File: src/rtl/inst_fetch_queue_pkg.sv
`default_nettype none
// ============================================================================
// Module   : inst_fetch_queue_pkg
// Purpose  : Shared widths, queue entry layout and PC limit helper for the
//            instruction fetch queue.
// Revision : 1.0 - initial release
// ============================================================================
package inst_fetch_queue_pkg;

    localparam int INST_W = 32;
    localparam int ADDR_W = 32;
    localparam logic [ADDR_W-1:0] PC_STEP = ADDR_W'(4);

    // Default instruction ROM size in bytes.
    localparam int unsigned ROM_BYTES = 100;

    typedef struct packed {
        logic [INST_W-1:0] inst;
        logic [ADDR_W-1:0] pc;
    } fetch_entry_t;

    localparam int ENTRY_W = $bits(fetch_entry_t);

    // True when a word fetch at pc would run past the end of the ROM.
    // One extra bit keeps pc+3 from wrapping near the top of the address space.
    function automatic logic pc_at_limit(input logic [ADDR_W-1:0] pc,
                                         input logic [ADDR_W-1:0] limit);
        return ({1'b0, pc} + (ADDR_W+1)'(3)) >= {1'b0, limit};
    endfunction

endpackage : inst_fetch_queue_pkg
`default_nettype wire

File: src/rtl/inst_fetch_queue_if.sv
`default_nettype none
// ============================================================================
// Module   : inst_fetch_queue_if
// Purpose  : ROM read port, issue handshake and redirect signals of the
//            instruction fetch queue.
// Revision : 1.0 - initial release
// ============================================================================
interface inst_fetch_queue_if
    import inst_fetch_queue_pkg::*;
#(
    parameter int unsigned DEPTH = 4
);
    localparam int CNT_W = $clog2(DEPTH) + 1;

    logic                rom_nrd;
    logic [ADDR_W-1:0]   rom_addr;
    logic [INST_W-1:0]   rom_data;
    logic                inst_valid;
    logic                inst_ready;
    logic [INST_W-1:0]   inst;
    logic [ADDR_W-1:0]   inst_pc;
    logic                redirect_valid;
    logic [ADDR_W-1:0]   redirect_pc;
    logic                fetch_done;
    logic [CNT_W-1:0]    q_count;

    // Fetch unit side.
    modport master (
        output rom_nrd,
        output rom_addr,
        input  rom_data,
        output inst_valid,
        input  inst_ready,
        output inst,
        output inst_pc,
        input  redirect_valid,
        input  redirect_pc,
        output fetch_done,
        output q_count
    );

    // ROM / issue stage / branch unit side.
    modport slave (
        input  rom_nrd,
        input  rom_addr,
        output rom_data,
        input  inst_valid,
        output inst_ready,
        input  inst,
        input  inst_pc,
        output redirect_valid,
        output redirect_pc,
        input  fetch_done,
        input  q_count
    );

endinterface : inst_fetch_queue_if
`default_nettype wire

File: src/rtl/inst_fetch_queue_sync_fifo.sv
`default_nettype none
// ============================================================================
// Module   : inst_fetch_queue_sync_fifo
// Purpose  : Parameterised synchronous FIFO with occupancy count and a
//            synchronous flush; push into a full FIFO is accepted when a pop
//            happens in the same cycle.
// Revision : 1.0 - initial release
// ============================================================================
module inst_fetch_queue_sync_fifo #(
    parameter int unsigned WIDTH = 64,
    parameter int unsigned DEPTH = 4
) (
    input  wire logic                     clk,
    input  wire logic                     rst,
    input  wire logic                     i_clear,
    input  wire logic                     i_push,
    input  wire logic                     i_pop,
    input  wire logic [WIDTH-1:0]         i_wdata,
    output logic      [WIDTH-1:0]         o_rdata,
    output logic                          o_full,
    output logic                          o_empty,
    output logic      [$clog2(DEPTH):0]   o_count
);
    localparam int PTR_W = $clog2(DEPTH);
    localparam int CNT_W = PTR_W + 1;

    logic [WIDTH-1:0] r_mem [DEPTH];
    logic [PTR_W-1:0] r_wr_ptr;
    logic [PTR_W-1:0] r_rd_ptr;
    logic [CNT_W-1:0] r_count;

    logic w_do_push;
    logic w_do_pop;

    assign o_full    = (r_count == CNT_W'(DEPTH));
    assign o_empty   = (r_count == '0);
    assign o_count   = r_count;
    assign o_rdata   = r_mem[r_rd_ptr];

    // When full, the slot being popped is the one the push overwrites.
    assign w_do_pop  = i_pop && !o_empty;
    assign w_do_push = i_push && (!o_full || w_do_pop);

    always_ff @(posedge clk) begin
        if (rst || i_clear) begin
            r_wr_ptr <= '0;
            r_rd_ptr <= '0;
            r_count  <= '0;
        end else begin
            if (w_do_push) begin
                r_wr_ptr <= r_wr_ptr + PTR_W'(1);
            end
            if (w_do_pop) begin
                r_rd_ptr <= r_rd_ptr + PTR_W'(1);
            end
            case ({w_do_push, w_do_pop})
                2'b10:   r_count <= r_count + CNT_W'(1);
                2'b01:   r_count <= r_count - CNT_W'(1);
                default: r_count <= r_count;
            endcase
        end
    end

    // Storage needs no reset; occupancy tracking decides what is visible.
    always_ff @(posedge clk) begin
        if (w_do_push && !rst && !i_clear) begin
            r_mem[r_wr_ptr] <= i_wdata;
        end
    end

endmodule : inst_fetch_queue_sync_fifo
`default_nettype wire

File: src/rtl/inst_fetch_queue.sv
`default_nettype none
// ============================================================================
// Module   : inst_fetch_queue
// Purpose  : Instruction fetch initiator: reads the instruction ROM one word
//            per cycle into a small queue and hands words to the issue stage
//            over valid/ready; a redirect flushes the queue and reloads PC.
// Revision : 1.0 - initial release
// ============================================================================
module inst_fetch_queue
    import inst_fetch_queue_pkg::*;
#(
    parameter int unsigned       DEPTH    = 4,
    parameter logic [ADDR_W-1:0] RESET_PC = '0,
    parameter int unsigned       PC_LIMIT = ROM_BYTES
) (
    input  wire logic             clk,
    input  wire logic             rst,
    inst_fetch_queue_if.master    bus
);
    localparam int CNT_W = $clog2(DEPTH) + 1;
    localparam logic [ADDR_W-1:0] LIMIT = ADDR_W'(PC_LIMIT);

    logic [ADDR_W-1:0] r_pc;
    logic              r_fetch_done;

    logic              w_fetch_en;
    logic              w_pop;
    logic              w_full;
    logic              w_empty;
    logic [CNT_W-1:0]  w_count;
    logic [ADDR_W-1:0] w_next_pc;
    fetch_entry_t      w_wr_entry;
    fetch_entry_t      w_head;

    assign bus.inst_valid = !w_empty && !bus.redirect_valid;
    assign w_pop          = bus.inst_valid && bus.inst_ready;

    // A full queue can still fetch when its head leaves in the same cycle.
    assign w_fetch_en = !rst && !bus.redirect_valid && !r_fetch_done
                        && (!w_full || w_pop);

    assign w_next_pc  = r_pc + PC_STEP;
    assign w_wr_entry = '{inst: bus.rom_data, pc: r_pc};

    assign bus.rom_nrd    = !w_fetch_en;
    assign bus.rom_addr   = r_pc;
    assign bus.fetch_done = r_fetch_done;
    assign bus.q_count    = w_count;
    assign bus.inst       = w_empty ? '0 : w_head.inst;
    assign bus.inst_pc    = w_empty ? '0 : w_head.pc;

    inst_fetch_queue_sync_fifo #(
        .WIDTH (ENTRY_W),
        .DEPTH (DEPTH)
    ) u_fifo (
        .clk     (clk),
        .rst     (rst),
        .i_clear (bus.redirect_valid),
        .i_push  (w_fetch_en),
        .i_pop   (w_pop),
        .i_wdata (w_wr_entry),
        .o_rdata (w_head),
        .o_full  (w_full),
        .o_empty (w_empty),
        .o_count (w_count)
    );

    // fetch_done looks one step ahead so no fetch is issued past the ROM end.
    always_ff @(posedge clk) begin
        if (rst) begin
            r_pc         <= RESET_PC;
            r_fetch_done <= 1'b0;
        end else if (bus.redirect_valid) begin
            r_pc         <= bus.redirect_pc;
            r_fetch_done <= pc_at_limit(bus.redirect_pc, LIMIT);
        end else if (w_fetch_en) begin
            r_pc         <= w_next_pc;
            r_fetch_done <= pc_at_limit(w_next_pc, LIMIT);
        end
    end

endmodule : inst_fetch_queue
`default_nettype wire

File: src/flat_wrapper.sv
// flat-port wrapper written by rule: the top's interface ports become plain ports
module inst_fetch_queue_flat import inst_fetch_queue_pkg::*;
#(
    parameter int unsigned       DEPTH    = 4,
    parameter logic [ADDR_W-1:0] RESET_PC = '0,
    parameter int unsigned       PC_LIMIT = ROM_BYTES
)
  (clk, rst, bus_rom_nrd, bus_rom_addr, bus_rom_data, bus_inst_valid, bus_inst_ready, bus_inst, bus_inst_pc, bus_redirect_valid, bus_redirect_pc, bus_fetch_done, bus_q_count);
  inst_fetch_queue_if #(.DEPTH(DEPTH)) bus_i ();
  input  wire logic clk;
  input  wire logic rst;
  output wire logic [$bits(bus_i.rom_nrd)-1:0] bus_rom_nrd;
  output wire logic [$bits(bus_i.rom_addr)-1:0] bus_rom_addr;
  input wire logic [$bits(bus_i.rom_data)-1:0] bus_rom_data;
  output wire logic [$bits(bus_i.inst_valid)-1:0] bus_inst_valid;
  input wire logic [$bits(bus_i.inst_ready)-1:0] bus_inst_ready;
  output wire logic [$bits(bus_i.inst)-1:0] bus_inst;
  output wire logic [$bits(bus_i.inst_pc)-1:0] bus_inst_pc;
  input wire logic [$bits(bus_i.redirect_valid)-1:0] bus_redirect_valid;
  input wire logic [$bits(bus_i.redirect_pc)-1:0] bus_redirect_pc;
  output wire logic [$bits(bus_i.fetch_done)-1:0] bus_fetch_done;
  output wire logic [$bits(bus_i.q_count)-1:0] bus_q_count;
  assign bus_rom_nrd = bus_i.rom_nrd;
  assign bus_rom_addr = bus_i.rom_addr;
  assign bus_i.rom_data = bus_rom_data;
  assign bus_inst_valid = bus_i.inst_valid;
  assign bus_i.inst_ready = bus_inst_ready;
  assign bus_inst = bus_i.inst;
  assign bus_inst_pc = bus_i.inst_pc;
  assign bus_i.redirect_valid = bus_redirect_valid;
  assign bus_i.redirect_pc = bus_redirect_pc;
  assign bus_fetch_done = bus_i.fetch_done;
  assign bus_q_count = bus_i.q_count;
  inst_fetch_queue #(.DEPTH(DEPTH), .RESET_PC(RESET_PC), .PC_LIMIT(PC_LIMIT)) u_core (.clk(clk), .rst(rst), .bus(bus_i));
endmodule
File: config.mk
export PLATFORM = sky130hd
export DESIGN_NAME = inst_fetch_queue_flat
export DESIGN_NICKNAME = d
export VERILOG_FILES = /design/src/rtl/inst_fetch_queue_pkg.sv /design/src/rtl/inst_fetch_queue_if.sv /design/src/rtl/inst_fetch_queue_sync_fifo.sv /design/src/rtl/inst_fetch_queue.sv /design/src/flat_wrapper.sv
export SDC_FILE = /design/constraint.sdc
export NUM_CORES = 1
export LEC_CHECK = 0
export ABC_AREA = 1
export BUFFER_PORTS_ARGS = -buffer_cell sky130_fd_sc_hd__buf_4
export CAP_MARGIN = 40
export CORE_MARGIN = 8
export CORE_UTILIZATION = 40
export DETAILED_ROUTE_END_ITERATION = 7
export PLACE_DENSITY = 0.66
export SYNTH_ARGS = -nofsm -noshare
export SYNTH_HDL_FRONTEND = slang
export SYNTH_HIERARCHICAL = 1
export SYNTH_SLANG_ARGS = --single-unit
File: constraint.sdc
create_clock -name clk -period 14.9 [get_ports clk]
set_clock_uncertainty 0.05 [all_clocks]
set_input_delay 1.49 -clock clk [delete_from_list [all_inputs] [get_ports clk]]
set_output_delay 1.49 -clock clk [all_outputs]
set_load 0.02 [all_outputs]
; ---- Yosys cells after proc, flatten, opt, wreduce, memory -nomap -nowiden
; Memory sizes are Yosys's and may differ from the RTL's. A register that Yosys moved wholly into a read port is not among the register bits.
; Index checks and enable logic that the tools add are counted.
[op_classes]
eq_ne = 3
mux = 11
addsub = 7
n_reduce_logical = 21
magnitude_cmp = 2
[op_table]
columns = op, n
row1 = 32-bit 2-to-1 mux, 4
row2 = "32-bit by 2-bit adder with 33-bit output, second input constant", 2
row3 = "33-bit by 7-bit greater-or-equal comparator with 1-bit output, second input constant", 2
row4 = "32-bit by 3-bit adder with 32-bit output, second input constant", 1
row5 = 1-bit logical AND, 9
row6 = 1-bit logical NOT, 6
row7 = 3-bit one-hot mux with 2 select lines, 1
row8 = "2-bit by 1-bit adder with 2-bit output, second input constant", 2
row9 = 1-bit 2-to-1 mux, 4
row10 = 2-bit 2-to-1 mux, 2
row11 = 2-bit nonzero test, 2
row12 = "3-bit by 1-bit adder with 3-bit output, second input constant", 1
row13 = "3-bit == test, second input constant", 1
row14 = 3-bit logical NOT, 1
row15 = 1-bit logical OR, 3
row16 = "3-bit by 1-bit subtractor with 3-bit output, second input constant", 1
row17 = "2-bit by 1-bit == test with 1-bit output, second input constant", 1
row18 = "2-bit == test, second input constant", 1
[word_totals]
inputBits = 68
ramBits = 256
ff_bits = 40
memories = 1
output_inout_bits = 102
[memory_table]
columns = name, depth, word_bits, read_ports, rd_clocked_by_memory_dff, wr, line_no
row1 = u_core.u_fifo.r_mem, 4, 64, 1, 1, 1, inst_fetch_queue_sync_fifo.sv:27  ; logic [WIDTH-1:0] r_mem [DEPTH];

; ---- Depth between registers and ports, before layout
[depth]
depth_word = 11
mapped_depth = 22

; ---- Modules after synthesis
; The synthesis kept the hierarchy.
[by_module_without_submodules]
columns = mod, cells_each, area_each_um2, n_inst
row1 = inst_fetch_queue_sync_fifo, 687, 9982.1, 1
row2 = inst_fetch_queue, 1010, 5074.9, 1

; ---- Worst setup path before layout
; OpenSTA, ideal clock, no wires.
[synth_path]
path_type = input -> register
start = in bus_redirect_valid
end = mem u_core.u_fifo.r_mem[0][0] (enable)
arrival_ns = 5.696
setup_time_ns = 0.487
path_slack_ns = 8.667
path_stages = 8
n_path_buf = 1
cell_sequence = clkbuf_1 > nor2_1 > nand2_1 > nand2_1 > nand2_1 > nor2_1 > nand3_1 > nor2_1
[synth_via]
elab_chain_len = 10
word_cells_on_any_way = 14
classes_between = mux: 2 / reduce/logical: 12
[synth_lines]
columns = element, line_no
row1 = "start, declared", flat_wrapper.sv:19  ; input wire logic [$bits(bus_i.redirect_valid)-1:0] bus_redirect_valid;
row2 = 1-bit logical NOT, inst_fetch_queue.sv:35  ; assign bus.inst_valid = !w_empty && !bus.redirect_valid;
row3 = 1-bit logical AND, inst_fetch_queue.sv:35
row4 = via bus_inst_valid, flat_wrapper.sv:15  ; output wire logic [$bits(bus_i.inst_valid)-1:0] bus_inst_valid;
row5 = 1-bit logical AND, inst_fetch_queue.sv:36  ; assign w_pop = bus.inst_valid && bus.inst_ready;
row6 = 1-bit logical OR, inst_fetch_queue.sv:40  ; && (!w_full || w_pop);
row7 = 1-bit logical AND, inst_fetch_queue.sv:40
row8 = via u_core.w_fetch_en, inst_fetch_queue.sv:26  ; logic w_fetch_en;
row9 = 1-bit logical AND, inst_fetch_queue_sync_fifo.sv:42  ; assign w_do_push = i_push && (!o_full || w_do_pop);
row10 = 1-bit logical AND (2 in a row), inst_fetch_queue_sync_fifo.sv:66  ; if (w_do_push && !rst && !i_clear) begin
row11 = 1-bit 2-to-1 mux, inst_fetch_queue_sync_fifo.sv:66
row12 = 1-bit 2-to-1 mux (implied by the code), inst_fetch_queue_sync_fifo.sv:67  ; r_mem[r_wr_ptr] <= i_wdata;
row13 = "end, declared", inst_fetch_queue_sync_fifo.sv:27
; The timed path passes the listed nets, and every way through them passes these cells.

; ---- Final worst setup path
[layout_path]
start = in bus_redirect_valid
end = out bus_rom_nrd
[layout_via]
elab_chain_len = 6
word_cells_on_any_way = 8
classes_between = reduce/logical: 8
[layout_lines]
columns = element, line_no
row1 = 1-bit logical NOT *, "inst_fetch_queue.sv:35, inst_fetch_queue.sv:39"
row2 = 1-bit logical AND, inst_fetch_queue.sv:35
row3 = 1-bit logical AND, inst_fetch_queue.sv:36
row4 = 1-bit logical OR, inst_fetch_queue.sv:40
row5 = 1-bit logical AND *, inst_fetch_queue.sv:40
row6 = via u_core.w_fetch_en, inst_fetch_queue.sv:26
row7 = 1-bit logical NOT *, inst_fetch_queue.sv:45  ; assign bus.rom_nrd = !w_fetch_en;
row8 = "end, declared", flat_wrapper.sv:12  ; output wire logic [$bits(bus_i.rom_nrd)-1:0] bus_rom_nrd;
; The timed path passes the listed nets; every way through them passes the cells marked *.

==> key figures <==
Run status
  • Status: finished clean

Setup path
  • R2R Setup Slk: 11420 ps
  • Crit path capture type: output port
  • Slowest stage delay, CP: 520 ps
  • CP Max Fanout: 28
  • Worst EP arrival: approximately 3400 ps
  • Worst path slowest cell: clkinv_1
  • Worst path cell trace: buf_4 -> nor2_1 -> nand2_1 -> nand2_1 -> nand2_1 -> nor2_1 -> buf_4 -> clkinv_1 -> buf_4
  • Critical Path Source Type: input pin
  • Worst Path Required: 13360 ps
  • Setup Crit Path Kind: in2out

Timing
  • Minimum clock period: 4930 ps
  • Worst slew pin tran: roughly 800 ps
  • Maximum clock rate: 203 MHz
  • Final-report hold violation count: 0
  • Max Slew Vio Count: 0
  • Unrepaired setup endpoints after global routing: false
  • Relative slew slack: between 40% and 50%
  • Fin Setup TNS: 0 ps
  • Final worst path period share: 33.1%
  • Final hold slack: 416 ps
  • Finish-stage setup viols: 0

Detailed routing
  • Antenna viol nets, final: 0
  • Drt via density: 5.15
  • Drt drc: 0
  • Routed Wire Length: 40700 um
  • Routed length per placed instance: 17.1 um
  • DRT Pass-1 Iters: 5
  • Via count: 12300
  • DRT iter0 DRCs: 1017

CTS
  • Setup bufs post-CTS: 0
  • Sink Count: 298
  • Hold_buf cts: 0
  • Worst-path clk slew: about 60 ps
  • CTS max path bufs: 3
  • Post-CTS sizing: 0
  • CTS tree: built
  • Clock Tree Root: clkbuf_16
  • Number of CTS-inserted buffers: 30
  • Clk Latency, worst-skew pair: 540 ps
  • CTS H-tree depth: 1

Finish
  • Area Growth Syn to Fin: 18.6%
  • Non-filler instance count after layout: around 2400
  • Nets: about 1900
  • Final core utilization: 47.7%
  • Proportion of layout cells with a drive suffix above 1: roughly 16%
  • Diode count: 0
  • Fillers: 3519
  • Commonest non-fill, non-tap cell in the layout: nand2_1
  • Most frequent cells in the layout: nand2_1 (333), nor2_1 (327), edfxtp_1 (256), inv_1 (183), buf_4 (180)

Synth
  • Post-Syn Area per Cell: roughly 9 um2
  • Cell Area, Synth: 15100 um2
  • Yosys cell types: 42
  • Number of flops mapped to enable cells by yosys: 256
  • Yosys top cell area share: around 51%
  • Yosys top cell by area: edfxtp_1
  • Yosys Warn Count: 6
  • Area contributors post-synth: edfxtp_1 (51%), nand2_1 (8.3%), nor2_1 (8.3%)
  • Sequential-to-total area share from yosys stat: around 57%
  • Synthesized instance count: roughly 1700
  • Top FF cell, synth: edfxtp_1
  • #FFs+latches synth: 298
  • Syn_nets: 1773
  • Fraction of registers with async set/reset: 0%

Floorplanning
  • Die area: 44100 um2
  • Row cnt: 71
  • Die Y: 210 um
  • Initial Utilization: 40.3%
  • Die X: 210 um
  • Ports: 170
  • CORE AREA: about 37000 um2

Placed design
  • Final HPWL DP: 27800 um
  • Cell count after placement: 2333
  • Number of I/O port buffers: 169
  • Gpl congestion: 0.918

GRT
  • Largest net degree at the start of global routing: 79
  • First-pass GRT wire length: approximately 64000 um
  • GRT overflow: 0
  • Vias in the first global route: 11800
  • Global Route Usage Sum: about 18%
  • Initial antenna violation count: 0

Power
  • Pleak: between 6 and 7 nW
  • Max VDD drop: 0.0000912 V
  • PwrDens: between 100 and 150 nW/um2

Flow run
  • Maxcap violations: 0

Worst hold path
  • Worst hold path class: reg2reg
[state kept, by name, indices dropped and copies added, names as in the netlist, named ones only]
name                    count
u_core/u_fifo/o_count       3
u_core/u_fifo/r_wr_ptr      2
u_core/bus.fetch_done       1
u_core/u_fifo/r_mem       256
u_core/u_fifo/r_rd_ptr      2
u_core/bus.rom_addr        32
[cell type report]
class / instances / area (um2) / share of cell area [%]
well taps: 511 / 639 / 3.58
repair buffers: 185 / 1490 / 8.34
clock buffers: 38 / 802 / 4.49
flip-flops and latches: 298 / 8530 / 47.8
inverters: 190 / 716 / 4.01
clock inverters: 16 / 188 / 1.05
multi-input cells: 1149 / 5480 / 30.7
[cell families after synthesis]
| family | after synthesis | share of synthesized area, % |
|---|---|---|
| xor+xnor | 20 | 1.16 |
| compound gates | 277 | 10.1 |
| fa+ha+maj | 8 | 0.715 |
| simple gates | 844 | 24.2 |
| flops | 298 | 56.6 |
| buf+inv | 250 | 7.14 |
[worst max-delay path, delay by kind of cell]
kind,cells,cell delay (ps)
and+or+nand+nor,5,570
buffers and inverters,4,1310
[worst paths after layout]
path | start | endpoint | cells past startpoint
worst min register to register | u_core/u_fifo/r_rd_ptr[1] | register | 2
worst max-delay path | bus_redirect_valid | bus_rom_nrd | 9
worst min-delay path | u_core/u_fifo/r_rd_ptr[1] | register | 2
worst max register to register | u_core/bus.rom_addr[2] | u_core/bus.fetch_done | 20
[cell usage after synthesis, drive strengths merged, types with 5 or more instances]
library cell	count
buf	27
a31oi	8
dfxtp	42
ha	7
o221ai	5
nor3	22
xor2	12
a21oi	16
xnor2	8
nand4	25
o22ai	73
nor2	361
edfxtp	256
o21ai	170
nand2	356
inv	188
clkbuf	33
nand3	73
[per-layer routing]
layer  share of wire [%]  GRT usage (%)
met1                  45           24.2
met2                  47           29.8
met3                 6.8           2.66
met4                 1.7           3.82
met5                   0              0
[power by group]
part / switching (mW) / internal (mW)
registers: 0.0220 / 0.916
clock network: 0.304 / 0.448
logic: 0.0928 / 0.0513
total: 0.419 / 1.42
[through the flow]
step | power [mW] | area [um2] | setup slack, ps
6_report | 1.83 | 17900 | 9970
5_1_grt | 1.89 | 17900 | 9810
4_1_cts | 1.85 | 17900 | 9980
3_5_place_dp | 1.10 | 16900 | 9990
3_3_place_gp | 1.10 | 16700 | 10040
2_1_floorplan | 1.03 | 15100 | 8670
No activity file was read; power rests on OpenSTA's default activity.
